<file path="src/rtl/stark_const_sched.sv">
// rtl/stark_const_sched.sv - shares NPORT constant-decoder ports across a decode group
// Grants pending constant requests in fixed priority and collects results per slot.
module stark_const_sched #(
  parameter int NSLOT = 4,
  parameter int NPORT = 2
) (
  input  logic                  clk,
  input  logic                  rst,
  input  logic                  flush,
  input  logic                  grp_valid,
  output logic                  grp_ready,
  input  logic [511:0]          grp_cline,
  input  logic [2*NSLOT-1:0]    grp_need,
  input  logic [8*NSLOT-1:0]    grp_pos,
  input  logic [4*NSLOT-1:0]    grp_isz,
  output logic [511:0]          dec_cline,
  output logic [4*NPORT-1:0]    dec_pos,
  output logic [2*NPORT-1:0]    dec_isz,
  input  logic [32*NPORT-1:0]   dec_cnst,
  output logic                  out_valid,
  input  logic                  out_ready,
  output logic [64*NSLOT-1:0]   out_cnst,
  output logic                  busy
);

  localparam int NREQ = 2 * NSLOT;

  typedef enum logic [1:0] {IDLE, RUN, DONE} state_t;

  state_t                state;
  logic [8*NSLOT-1:0]    pos_r;
  logic [4*NSLOT-1:0]    isz_r;
  logic [NREQ-1:0]       pend;
  logic [NREQ-1:0]       pend_next;
  logic [64*NSLOT-1:0]   out_next;

  // Request b (= 2*slot + k) owns pos nibble b, isz pair b and result word b,
  // so the grant loop indexes all three fields with the same linear number.
  always_comb begin
    int rank;
    rank      = 0;
    pend_next = pend;
    out_next  = out_cnst;
    dec_pos   = '0;
    dec_isz   = '0;
    if (state == RUN) begin
      for (int b = 0; b < NREQ; b++) begin
        if (pend[b]) begin
          for (int p = 0; p < NPORT; p++) begin
            if (rank == p) begin
              dec_pos[4*p +: 4]   = pos_r[4*b +: 4];
              dec_isz[2*p +: 2]   = isz_r[2*b +: 2];
              out_next[32*b +: 32] = dec_cnst[32*p +: 32];
              pend_next[b]        = 1'b0;
            end
          end
          rank = rank + 1;
        end
      end
    end
  end

  always_ff @(posedge clk) begin
    if (rst) begin
      state     <= IDLE;
      dec_cline <= '0;
      pos_r     <= '0;
      isz_r     <= '0;
      pend      <= '0;
      out_cnst  <= '0;
      out_valid <= 1'b0;
      grp_ready <= 1'b1;
      busy      <= 1'b0;
    end else if (flush) begin
      state     <= IDLE;
      pend      <= '0;
      out_valid <= 1'b0;
      grp_ready <= 1'b1;
      busy      <= 1'b0;
    end else begin
      case (state)
        IDLE: begin
          if (grp_valid) begin
            dec_cline <= grp_cline;
            pos_r     <= grp_pos;
            isz_r     <= grp_isz;
            pend      <= grp_need;
            out_cnst  <= '0;
            grp_ready <= 1'b0;
            busy      <= 1'b1;
            if (grp_need != '0) begin
              state <= RUN;
            end else begin
              state     <= DONE;
              out_valid <= 1'b1;
            end
          end
        end
        RUN: begin
          out_cnst <= out_next;
          pend     <= pend_next;
          if (pend_next == '0) begin
            state     <= DONE;
            out_valid <= 1'b1;
          end
        end
        DONE: begin
          if (out_ready) begin
            state     <= IDLE;
            out_valid <= 1'b0;
            grp_ready <= 1'b1;
            busy      <= 1'b0;
          end
        end
        default: begin
          state     <= IDLE;
          out_valid <= 1'b0;
          grp_ready <= 1'b1;
          busy      <= 1'b0;
        end
      endcase
    end
  end

endmodule
</file>
<file path="config.mk">
export PLATFORM = sky130hd
export DESIGN_NAME = stark_const_sched
export DESIGN_NICKNAME = d
export VERILOG_FILES = /design/src/rtl/stark_const_sched.sv
export SDC_FILE = /design/constraint.sdc
export NUM_CORES = 2
export LEC_CHECK = 0
export ABC_AREA = 1
export ABC_CLOCK_PERIOD_IN_PS = 7900
export BUFFER_PORTS_ARGS = -buffer_cell sky130_fd_sc_hd__buf_2
export CELL_PAD_IN_SITES_DETAIL_PLACEMENT = 0
export CELL_PAD_IN_SITES_GLOBAL_PLACEMENT = 1
export CORE_AREA = 5 5 544 546
export CTS_BUF_LIST = sky130_fd_sc_hd__clkbuf_16
export CTS_CLUSTER_DIAMETER = 150
export DETAILED_ROUTE_END_ITERATION = 8
export DIE_AREA = 0 0 549 551
export PLACE_DENSITY_LB_ADDON = 0.08
export SKIP_LAST_GASP = 1
export SLEW_MARGIN = 20
export SYNTH_ARGS = -nofsm -noshare
export SYNTH_HDL_FRONTEND = slang
export SYNTH_SLANG_ARGS = --single-unit
</file>
<file path="constraint.sdc">
create_clock -name clk -period 7.9 [get_ports clk]
set_input_delay 1.58 -clock clk [delete_from_list [all_inputs] [get_ports clk]]
set_output_delay 1.58 -clock clk [all_outputs]
set_load 0.005 [all_outputs]
</file>
==> out/results.tsv <==
stage	metric	value	unit
critical_path	delay-heaviest family, CP	simple AND/OR/NAND/NOR gates	
timing	setup_tns	0	ns
cells_and_area	final core occ	16.4	%
timing	RSZ-0062 raised after global routing	no	
global_routing	met3 Use GR	6.20	%
global_routing	vias in the first global route	36800	
cells_and_area	synth-to-layout area growth	44.5	%
synthesis	ys flop type	dfxtp_1	
routing	WL final	254000	um
floorplan	Initial Util	11.4	%
timing	fmax	137	MHz
timing	Final Cycle Share	92.3	%
synthesis	share of the synthesized area in the top cell type	50.4	%
global_routing	first-pass GRT wire length	336000	um
cells_and_area	share of layout cells above drive strength 1	28.5	%
clock_tree	H-Tree Depth	3	
critical_path	CP peak stage delay	0.61	ns
floorplan	number of core rows	198	
critical_path	crit end category	primary output	
synthesis	most numerous cell in the Yosys netlist	nor2_1	
synthesis	post-synthesis sequential area ratio	50.4	%
global_routing	initial antenna violation count	203	
critical_path	worst setup path endpoint	dec_pos[2]	
global_routing	gr busiest metal	met2	
global_routing	grt met2 use	26.8	%
cells_and_area	Final Net Count	6376	
clock_tree	CTS max path bufs	4	
routing	wire length per cell	26.0	um
clock_tree	clk_lat worst skew	0.85	ns
placement	PortBufs	1419	
synthesis	YS warnings	0	
power	PD cells	240	mW/mm2
clock_tree	Hold Buf Count CTS	0	
synthesis	#FFs+latches synth	829	
synthesis	Unique masters post-synth	42	
power	Total Power	11400	uW
global_routing	largest net degree at the start of global routing	189	
critical_path	crit-path cells	inv_1 -> fa_1 -> inv_1 -> ha_1 -> nand2_1 -> nand2_1 -> ha_1 -> or2_2 -> nand2_2 -> inv_1 -> ha_1 -> nand2_1 -> o21ai_1 -> ha_1 -> mux2i_1 -> nand3_1 -> nor2_4 -> nand2_2 -> or2_1 -> nand2_1 -> nand2_1 -> nor2_1 -> buf_2	
synthesis	Netlist Area Pre-Place	0.0329	mm2
global_routing	M1 GR Usage	19.2	%
timing	max-slew violations	0	
synthesis	syn nets	5148	
synthesis	Synth area leader	dfxtp_1	
floorplan	# IOs	1420	
floorplan	Core Region	0.290	mm2
critical_path	worst reg-to-reg setup slack	1.96	ns
critical_path	Register-to-Register Path Depth	24	
critical_path	FF-to-FF Start	pend[0]$_SDFFE_PP0P_	
synthesis	Async SR Flop Fraction	0	%
clock_tree	Clock transition at path regs	0.05	ns
timing	final number of hold-violating endpoints	0	
critical_path	most frequent CP cell	nand2_1	
timing	Worst slew margin	26.1	%
critical_path	worst path arrival time	5.71	ns
critical_path	CP max-delay cell	fa_1	
critical_path	worst path required time	6.32	ns
global_routing	GRT Util Overall	15.9	%
power	Pleak	0.0221	uW
floorplan	Die Width	549	um
critical_path	CP Depth	23	
routing	Avg Vias per Cell	3.78	
floorplan	die area	0.302	mm2
synthesis	number of flops mapped to enable cells by yosys	0	
timing	minimum clock period	7.29	ns
placement	DP Wirelength	189000	um
synthesis	Post-Syn Instances	4496	
critical_path	capture point of the worst reg-to-reg path	out_cnst[238]$_SDFFE_PP0P_	
synthesis	ranking of synthesized cells by area	dfxtp_1, nor2_1, o21ai_0, a21oi_1, clkbuf_1	
critical_path	Critical Path Start Type	register	
clock_tree	CTS tree	done	
timing	Fin Clk Skew	0.0527	ns
routing	total iterations of the first detailed-routing run	5	
floorplan	die height	551	um
clock_tree	CTS sink count	829	
hold_path	HP Class	register to register	
critical_path	Setup crit start	pend[0]$_SDFFE_PP0P_	
timing	Tightest Pin Transition	1.10	ns
critical_path	Crit path buffers/inverters	4	
cells_and_area	Layout fillers	33500	
power	VDD IR-drop max	0.145	mV
synthesis	Post-synth top cells	nor2_1, dfxtp_1, o21ai_0	
outcome	status	completed	
placement	Final GP Congestion	0.784	
global_routing	grt total ovfl	0	
timing	Final Setup Violations	0	
job	maxcap violations	0	
routing	Remaining DRCs	0	
critical_path	crit-path max FO	15	
routing	DR vias	36800	
routing	1st-iter DRT viols	2123	
routing	Antenna Nets Post-Route	0	
critical_path	CP Class	register to primary output	
clock_tree	Root Driver	clkbuf_16	
synthesis	Synth Area per Inst	7.33	um2
clock_tree	CTS buffer count	121	
## report_power, final
part,internal [uW],leakage [uW],switching (uW)
Sequential,4460,0.00681,156
Combinational,542,0.0135,1260
Clock,2760,0.00183,2240
Total,7760,0.0221,3650
## registers in the layout (all words and copies together) (netlist names)
| register | count |
|---|---|
| busy | 1 |
| dec_cline | 512 |
| grp_ready | 1 |
| isz_r | 16 |
| out_cnst | 256 |
| out_valid | 1 |
| pend | 8 |
| pos_r | 32 |
| state | 2 |
## cells by family after synthesis
family | after synthesis | share of synthesized area (%)
simple gates | 1936 | 23.3
compound gates | 1232 | 20.0
flops | 829 | 50.4
buf+inv | 483 | 5.72
fa+ha+maj | 15 | 0.592
mux | 1 | 0.0304
## area by class of cell
| type | instances | area (um2) | share of cell area, % |
|---|---|---|---|
| clock inverters | 88 | 390 | 0.820 |
| inverters | 122 | 473 | 0.994 |
| multi-input cells | 3184 | 14600 | 30.6 |
| diodes | 33 | 82.6 | 0.173 |
| clock buffers | 121 | 3030 | 6.36 |
| repair buffers | 1466 | 7570 | 15.9 |
| well taps | 3900 | 4880 | 10.3 |
| flip-flops and latches | 829 | 16600 | 34.9 |
## layout by cell type (no fill, tap or decap), drive strengths merged, types with 2 or more instances in the layout
| cell type | n |
|---|---|
| o211a | 5 |
| inv | 165 |
| ha | 14 |
| dfxtp | 829 |
| clkbuf | 121 |
| nor2 | 1471 |
| or2 | 3 |
| nand2 | 294 |
| nand3 | 124 |
| a21oi | 279 |
| nor3b | 2 |
| nand3b | 32 |
| clkinv | 44 |
| diode | 33 |
| buf | 1466 |
| nand4 | 5 |
| o211ai | 28 |
| nor3 | 3 |
| a2111oi | 32 |
| o2111ai | 26 |
| a31oi | 2 |
| o21ai | 819 |
| a211oi | 37 |
| o22ai | 2 |
## how the worst min path moves through the flow
stage	start	endpoint	slack [ns]	cells after the start
after global routing	out_cnst[5]$_SDFFE_PP0P_	out_cnst[5]$_SDFFE_PP0P_	0.48	2
after detailed placement	out_cnst[5]$_SDFFE_PP0P_	out_cnst[5]$_SDFFE_PP0P_	0.45	2
after global placement	out_cnst[15]$_SDFFE_PP0P_	out_cnst[15]$_SDFFE_PP0P_	0.45	2
after floorplan	pos_r[15]$_SDFFE_PP0P_	pos_r[15]$_SDFFE_PP0P_	0.44	2
final	out_cnst[5]$_SDFFE_PP0P_	out_cnst[5]$_SDFFE_PP0P_	0.46	2
after CTS	out_cnst[5]$_SDFFE_PP0P_	out_cnst[5]$_SDFFE_PP0P_	0.46	2
## through the flow
step / instances / cell area, um2 / hold slack (ns) / setup WS (ns)
after floorplan: 4496 / 32900 / 0.444 / 1.80
after global placement: 9500 / 44100 / 0.452 / 1.21
after detailed placement: 9500 / 44100 / 0.452 / 1.26
after CTS: 9709 / 47500 / 0.461 / 0.308
after global routing: 9719 / 47500 / 0.479 / 0.0522
final: 9743 / 47600 / 0.461 / 0.610
## worst min-delay path, delay by kind of cell (launching register included)
family             cells  cell delay (ns)
and+or+nand+nor        1             0.06
AOI/OAI and AO/OA      1             0.05
DFF                    1             0.30
## per-layer routing
metal  up-vias  wire length, um
met5         -              277
met4        46             6600
met3       512            22800
met2      1427           118000
met1     17500           106000
li1      17300                -
## what timing repair did
item / in CTS / in global routing
endpoints found under the hold margin: 0 / 0
gates resized for setup: 0 / 2
setup buffers: 0 / 1
endpoints found under the setup margin: 0 / 6
Power figures use the tool's default switching activity.
